### config.mk
export PLATFORM = sky130hd
export DESIGN_NAME = bcd_mod_counter
export DESIGN_NICKNAME = d
export VERILOG_FILES = /design/src/rtl/clock_pkg.sv /design/src/rtl/bcd_digit_step.sv /design/src/rtl/bcd_mod_counter.sv
export SDC_FILE = /design/constraint.sdc
export NUM_CORES = 1
export LEC_CHECK = 0
export CAP_MARGIN = 10
export CORE_ASPECT_RATIO = 1.5
export CORE_MARGIN = 1.5
export CORE_UTILIZATION = 25
export DETAILED_ROUTE_END_ITERATION = 12
export GPL_TIMING_DRIVEN = 0
export PLACE_DENSITY_LB_ADDON = 0.2
export REMOVE_ABC_BUFFERS = 1
export SKIP_CTS_REPAIR_TIMING = 1
export SYNTH_ARGS = -nofsm -noshare
export SYNTH_HDL_FRONTEND = slang
export SYNTH_SLANG_ARGS = --single-unit
### constraint.sdc
create_clock -name clk -period 6.7 [get_ports clk]
set_input_delay 1.675 -clock clk [delete_from_list [all_inputs] [get_ports clk]]
set_output_delay 1.675 -clock clk [all_outputs]
set_load 0.05 [all_outputs]
### src/rtl/clock_pkg.sv
// Shared definitions for the BCD clock counters.
//   DIG_W      : width of one BCD digit
//   digit_t    : one BCD digit
//   bcd2_t     : two-digit BCD value {h = tens, l = units}
//   to_bcd     : constant conversion of a small integer to a digit pair
//   bcd_valid  : both nibbles hold a decimal digit
//   bcd_le     : digit-wise a <= b, valid only for legal BCD operands
package clock_pkg;

  localparam int DIG_W = 4;

  typedef logic [DIG_W-1:0] digit_t;

  typedef struct packed {
    digit_t h;
    digit_t l;
  } bcd2_t;

  localparam digit_t DIGIT_MAX = 4'd9;
  localparam digit_t DIGIT_MIN = 4'd0;

  function automatic bcd2_t to_bcd(input int v);
    bcd2_t r;
    r.h = digit_t'(v / 10);
    r.l = digit_t'(v % 10);
    return r;
  endfunction

  function automatic logic bcd_valid(input digit_t h, input digit_t l);
    return (h <= DIGIT_MAX) && (l <= DIGIT_MAX);
  endfunction

  // Compare tens first, units only break a tie; avoids any binary conversion.
  function automatic logic bcd_le(input bcd2_t a, input bcd2_t b);
    return (a.h < b.h) || ((a.h == b.h) && (a.l <= b.l));
  endfunction

endpackage

### src/rtl/bcd_digit_step.sv
// Combinational single BCD digit increment/decrement.
//   digit_i     : current digit
//   dir_i       : 1 = increment, 0 = decrement
//   digit_max_i : highest digit value before wrapping
//   digit_min_i : lowest digit value before wrapping
//   digit_o     : stepped digit
//   carry_o     : wrap indicator (carry when counting up, borrow when down)
module bcd_digit_step
  import clock_pkg::*;
(
  input  logic [DIG_W-1:0] digit_i,
  input  logic             dir_i,
  input  logic [DIG_W-1:0] digit_max_i,
  input  logic [DIG_W-1:0] digit_min_i,
  output logic [DIG_W-1:0] digit_o,
  output logic             carry_o
);

  always_comb begin
    digit_o = digit_i;
    carry_o = 1'b0;
    if (dir_i) begin
      // >= rather than == so an out-of-range digit still wraps cleanly
      if (digit_i >= digit_max_i) begin
        digit_o = digit_min_i;
        carry_o = 1'b1;
      end else begin
        digit_o = digit_i + 4'd1;
      end
    end else begin
      if (digit_i <= digit_min_i) begin
        digit_o = digit_max_i;
        carry_o = 1'b1;
      end else begin
        digit_o = digit_i - 4'd1;
      end
    end
  end

endmodule

### src/rtl/bcd_mod_counter.sv
// Two-digit BCD modulo counter with up/down count, validated preset load
// and a combinational terminal-count output for cascading.
//   clk      : system clock, rising edge
//   cr       : synchronous active-high clear to MIN_VAL
//   en       : count enable (usually the lower stage's co)
//   up       : 1 = count up, 0 = count down
//   load     : synchronous preset strobe
//   din_h/l  : preset tens/units digits
//   out_h/l  : registered count digits
//   co       : terminal count, high in the cycle that wraps
//   load_err : sticky, set by a rejected load, cleared by a good load or cr
// Edge priority: cr > load > en > hold.
module bcd_mod_counter
  import clock_pkg::*;
#(
  parameter int MODULO  = 24,
  parameter int MIN_VAL = 0
) (
  input  logic             clk,
  input  logic             cr,
  input  logic             en,
  input  logic             up,
  input  logic             load,
  input  logic [DIG_W-1:0] din_h,
  input  logic [DIG_W-1:0] din_l,
  output logic [DIG_W-1:0] out_h,
  output logic [DIG_W-1:0] out_l,
  output logic             co,
  output logic             load_err
);

  localparam int MAX_VAL = MIN_VAL + MODULO - 1;

  if ((MODULO < 2) || (MODULO > 99) || ((MIN_VAL != 0) && (MIN_VAL != 1)) ||
      (MAX_VAL > 99)) begin : g_param_check
    $error("bcd_mod_counter: illegal MODULO/MIN_VAL combination");
  end

  localparam bcd2_t MIN_BCD = to_bcd(MIN_VAL);
  localparam bcd2_t MAX_BCD = to_bcd(MAX_VAL);

  bcd2_t  cnt_q, cnt_d;
  logic   err_q, err_d;
  bcd2_t  din_bcd;
  logic   at_max, at_min, cur_legal, din_ok;
  digit_t lo_step, hi_step;
  logic   lo_carry;
  logic   hi_carry_unused;

  assign din_bcd = {din_h, din_l};

  assign at_max = (cnt_q == MAX_BCD);
  assign at_min = (cnt_q == MIN_BCD);

  // Nibble check first: bcd_le is only meaningful on decimal digits.
  assign cur_legal = bcd_valid(cnt_q.h, cnt_q.l) &&
                     bcd_le(MIN_BCD, cnt_q) && bcd_le(cnt_q, MAX_BCD);
  assign din_ok    = bcd_valid(din_h, din_l) &&
                     bcd_le(MIN_BCD, din_bcd) && bcd_le(din_bcd, MAX_BCD);

  bcd_digit_step u_units (
    .digit_i     (cnt_q.l),
    .dir_i       (up),
    .digit_max_i (DIGIT_MAX),
    .digit_min_i (DIGIT_MIN),
    .digit_o     (lo_step),
    .carry_o     (lo_carry)
  );

  // Tens never wraps on its own: the MAX/MIN override below catches the
  // only case where it would, so its carry is not needed.
  bcd_digit_step u_tens (
    .digit_i     (cnt_q.h),
    .dir_i       (up),
    .digit_max_i (DIGIT_MAX),
    .digit_min_i (DIGIT_MIN),
    .digit_o     (hi_step),
    .carry_o     (hi_carry_unused)
  );

  always_comb begin
    cnt_d = cnt_q;
    err_d = err_q;
    if (load) begin
      if (din_ok) begin
        cnt_d = din_bcd;
        err_d = 1'b0;
      end else begin
        err_d = 1'b1;
      end
    end else if (en) begin
      if (!cur_legal) begin
        cnt_d = MIN_BCD;
      end else if (up && at_max) begin
        cnt_d = MIN_BCD;
      end else if (!up && at_min) begin
        cnt_d = MAX_BCD;
      end else begin
        cnt_d.l = lo_step;
        if (lo_carry) begin
          cnt_d.h = hi_step;
        end
      end
    end
  end

  always_ff @(posedge clk) begin
    if (cr) begin
      cnt_q <= MIN_BCD;
      err_q <= 1'b0;
    end else begin
      cnt_q <= cnt_d;
      err_q <= err_d;
    end
  end

  assign out_h    = cnt_q.h;
  assign out_l    = cnt_q.l;
  assign load_err = err_q;

  // Combinational so the next stage's en sees it in the same cycle.
  assign co = en & ~cr & ~load & ((up & at_max) | (~up & at_min));

endmodule

==> results by stage <==
Outcome:
- The flow ran to the end, and the final reports show no timing, DRC or antenna violations.

Route:
- For this run, the detailed router's first-pass iteration total came to 4.
- In this run, the number of DRC markers left after iteration 0 of detailed routing was 11.
- Dividing the detail-routed via count by the number of cells gives 5.62.
- The post-route antenna net violation count is 0.
- For this run, design rule violations remaining after detail routing come to 0.
- The detailed-route wire length per cell is 15.4 µm.
- The total number of vias is 1,123.
- For this block, the routed nets add up to 3.09 mm of wire.

Worst setup path:
- The cell occurring most often along the worst timing path is sky130_fd_sc_hd__clkdlybuf4s50_1.
- Counting buffers and inverters, the worst setup path is 5 cells deep.
- Together, buffers and inverters on the worst path number 2.
- The type of element capturing the critical path is an output pin.
- The arrival time of the worst setup path is 4.39 ns.
- Setup slack on the worst reg-to-reg path comes out at 4.19 ns.
- Walking the worst path, the cells encountered are clkdlybuf4s50_1 -> nand4bb_1 -> o32a_2 -> nor4b_1 -> clkdlybuf4s50_1.
- The critical path class is input port to output pin.
- STA classifies the critical path startpoint as an input port.
- The worst register-to-register path begins at out_l[1].
- Among cell families on the critical path, the largest total delay comes from buffers and inverters.
- The endpoint of the worst register-to-register path is out_h[3].
- The worst-path cell with the longest stage delay is sky130_fd_sc_hd__clkdlybuf4s50_1.
- The highest cell delay on the worst timing path is 1.04 ns.
- Along the worst path, the maximum fanout reaches 28.
- At the worst endpoint, the required time is 5.03 ns.
- The worst register-to-register path has a depth of 7.
- The end point of the critical path is co.
- The start point of the critical path is up.

Logic synthesis:
- The synthesized netlist cell count is 140.
- Summing the areas of all compound-gate instances in the mapped netlist gives 32.7% of the synthesized area.
- The synthesis-stage register bit count is 9.
- Among all flip-flop cells after synthesis, the most frequent one is sky130_fd_sc_hd__dfxtp_1.
- The commonest cells after synthesis are sky130_fd_sc_hd__inv_1 (14), sky130_fd_sc_hd__nor2_1 (11), sky130_fd_sc_hd__dfxtp_1 (9).
- Sorting the synthesized cells by area gives the leading types as sky130_fd_sc_hd__dfxtp_1 (17%), sky130_fd_sc_hd__ha_1 (8.2%), sky130_fd_sc_hd__inv_1 (4.9%).
- The main combinational cell family by area after synthesis is compound AO/OA/AOI/OAI gates.
- The dominant cell by count in the synthesized netlist is sky130_fd_sc_hd__inv_1.
- The number of synthesized flops with an enable pin is 0.
- The cell area that synthesis handed to floorplanning was 1070 µm².
- The portion of synthesized area spent on multiplexers is 0%.
- Each instance of the synthesized netlist takes up on average 7.64 µm².
- The adder-cell area share of the yosys netlist is 8.19%.
- The XOR/XNOR share of the synthesized area is 0%.
- The fraction of registers with async set/reset is 0%.
- Of the total synthesized cell area, the portion taken by AND, OR, NAND and NOR gates is 28.8%.
- The fraction of the yosys area taken by sequential cells is 16.8%.
- Of the post-synthesis cell area, the dominant cell type holds 16.8%.
- sky130_fd_sc_hd__dfxtp_1 takes more of the synthesized area than any other cell.
- Yosys printed 0 warnings.
- The number of library cell types mapped by synthesis is 46.

Place:
- The count of buffers from port buffering is 22.
- Once placement completed, the tool counted placed cells totaling 196.
- The detailed-placement wirelength estimate is 2.26 mm.
- The weighted congestion reported at the end of routability-driven placement is 0.801.

STA:
- The count of endpoints failing setup in the final report is 0.
- The shortest period the worst path allows is 6.07 ns.
- The clock arrives with 0.00294 ns of skew.
- The post-route clock period utilization is 90.6%.
- The hold violation total from the final report is 0.
- The total negative slack is 0 ns.
- Setup repair after global routing left no endpoint under its margin.
- At the pin with the least slew margin, the transition time is 0.866 ns.
- The worst slew slack as a fraction of its limit is 42.1%.
- For this run, the top clock speed supported by timing is 0.165 GHz.
- The number of pins with negative max-slew slack in the final report is 0.

Final layout:
- Counting the fill cells in the layout gives 451.
- In the final layout, the share of cells above drive strength 1 is 5.84%.
- Across the whole layout, storage elements account for 180 µm².
- The repair_antennas step left the layout with diodes totalling 0.
- The area added between synthesis and finish is 21.6%.
- For this run, the post-layout net count is 175.
- The area occupied by multi-input gates is 746 µm².
- Excluding fillers, the count of instances in the completed layout stands at 200.

Global routing:
- The number of antenna violations at the first check in global routing is 0.
- The global routing stage identified its most utilized layer as met2.
- The leftover overflow at the end of global routing is 0.
- Entering global routing, the biggest net connects 29 pins.
- The fraction of met3 tracks used by global routing is 2.18%.
- The global routing met2 resource utilization is 23.4%.
- The number of global-route vias before repair is 1,070.
- The global-route total usage across every layer is 13.5%.
- Global routing used 16.0% of the available met1 tracks.
- The first global-routing pass estimated 5.15 mm of wire.

Floorplan:
- From bottom edge to top edge, the die measures 83.1 µm.
- The area inside the core boundary is 4170 µm².
- The die area is 4690 µm².
- During I/O placement, the number of pins put on the boundary was 23.
- For this configuration, the core starts out at a cell density of 25.6%.
- The die is 56.4 µm wide.
- The number of rows in the core area is 29.

Power and ir drop:
- Overall power consumption after layout is estimated at 0.000231 W.
- Summed over all cells, the static leakage comes to 0.466 nW.
- In this run the power density over the cells is 178 nW/µm².
- VDD sags by at most 0.126 mV.

Clocking:
- The clock transition at the register clock pins on the worst setup and hold paths after CTS is 0.04 ns.
- Clock latency on the worst-skew pair, taken at its later pin, is 0.24 ns.
- The maximum root-to-sink buffer count is 2.
- CTS built an H-tree with a depth of 1.
- The CTS buffer count is 3.
- In this run the clock root is driven by a sky130_fd_sc_hd__clkbuf_8.
- The number of clock sinks is 9.
- TritonCTS built the clock tree.

Run:
- The tool flagged a number of max-cap violations equal to 0.

Hold path:
- The class of the worst hold path is flip-flop to flip-flop.
==> final cells by class <==
cell class | instances | share of cell area [%]
clock buffer | 4 | 3.46
inverter | 14 | 4.04
multi-input combinational | 105 | 57.3
sequential | 9 | 13.8
tap | 46 | 4.42
timing repair buffer | 22 | 16.9
==> power by group <==
group          internal (W)  switching (W)
Combinational     0.0000416      0.0000566
Sequential        0.0000579      0.0000109
Clock             0.0000416      0.0000226
==> how the worst min path moves through the flow <==
stage / cells past startpoint / from / endpoint / slack (ns)
5_1_grt: 1 / load_err / load_err / 0.60
3_5_place_dp: 1 / load_err / load_err / 0.54
4_1_cts: 1 / load_err / load_err / 0.58
6_report: 1 / load_err / load_err / 0.57
3_3_place_gp: 1 / load_err / load_err / 0.53
2_1_floorplan: 2 / out_l[1] / out_l[1] / 0.76
==> layout by cell type, fill, tap and decap left out, drive strengths merged, types with 6 or more instances in the layout <==
cell            n
a21oi           7
a311oi          6
clkdlybuf4s50  22
dfxtp           9
ha              7
inv            14
nand2           7
nor2           11
o21ai           6
==> kinds of logic after synthesis <==
family | Yosys count
and+or+nand+nor | 51
DFF | 9
buffers and inverters | 26
adders and majority gates | 7
AOI/OAI and AO/OA | 47
==> per-stage QoR <==
| stage | hold slack, ns | utilization, % | area, µm² | setup slack [ns] |
|---|---|---|---|---|
| after floorplan | 0.764 | - | 978 | 1.30 |
| after global placement | 0.527 | 30.1 | 1260 | 0.623 |
| after detailed placement | 0.538 | 30.1 | 1260 | 0.658 |
| after CTS | 0.575 | 31.2 | 1300 | 0.643 |
| after global routing | 0.604 | 31.2 | 1300 | 0.424 |
| final | 0.570 | 31.2 | 1300 | 0.631 |
==> flip-flops by register name, indices dropped and copies added (netlist names) <==
name	cells
load_err	1
out_l	4
out_h	4
==> metal layers <==
layer	part of all wire, %	wire length, µm
met5	0	0
met4	3.3	102
met3	3.0	92
met2	52	1610
met1	41	1280
(Power assumes the default switching activity.)
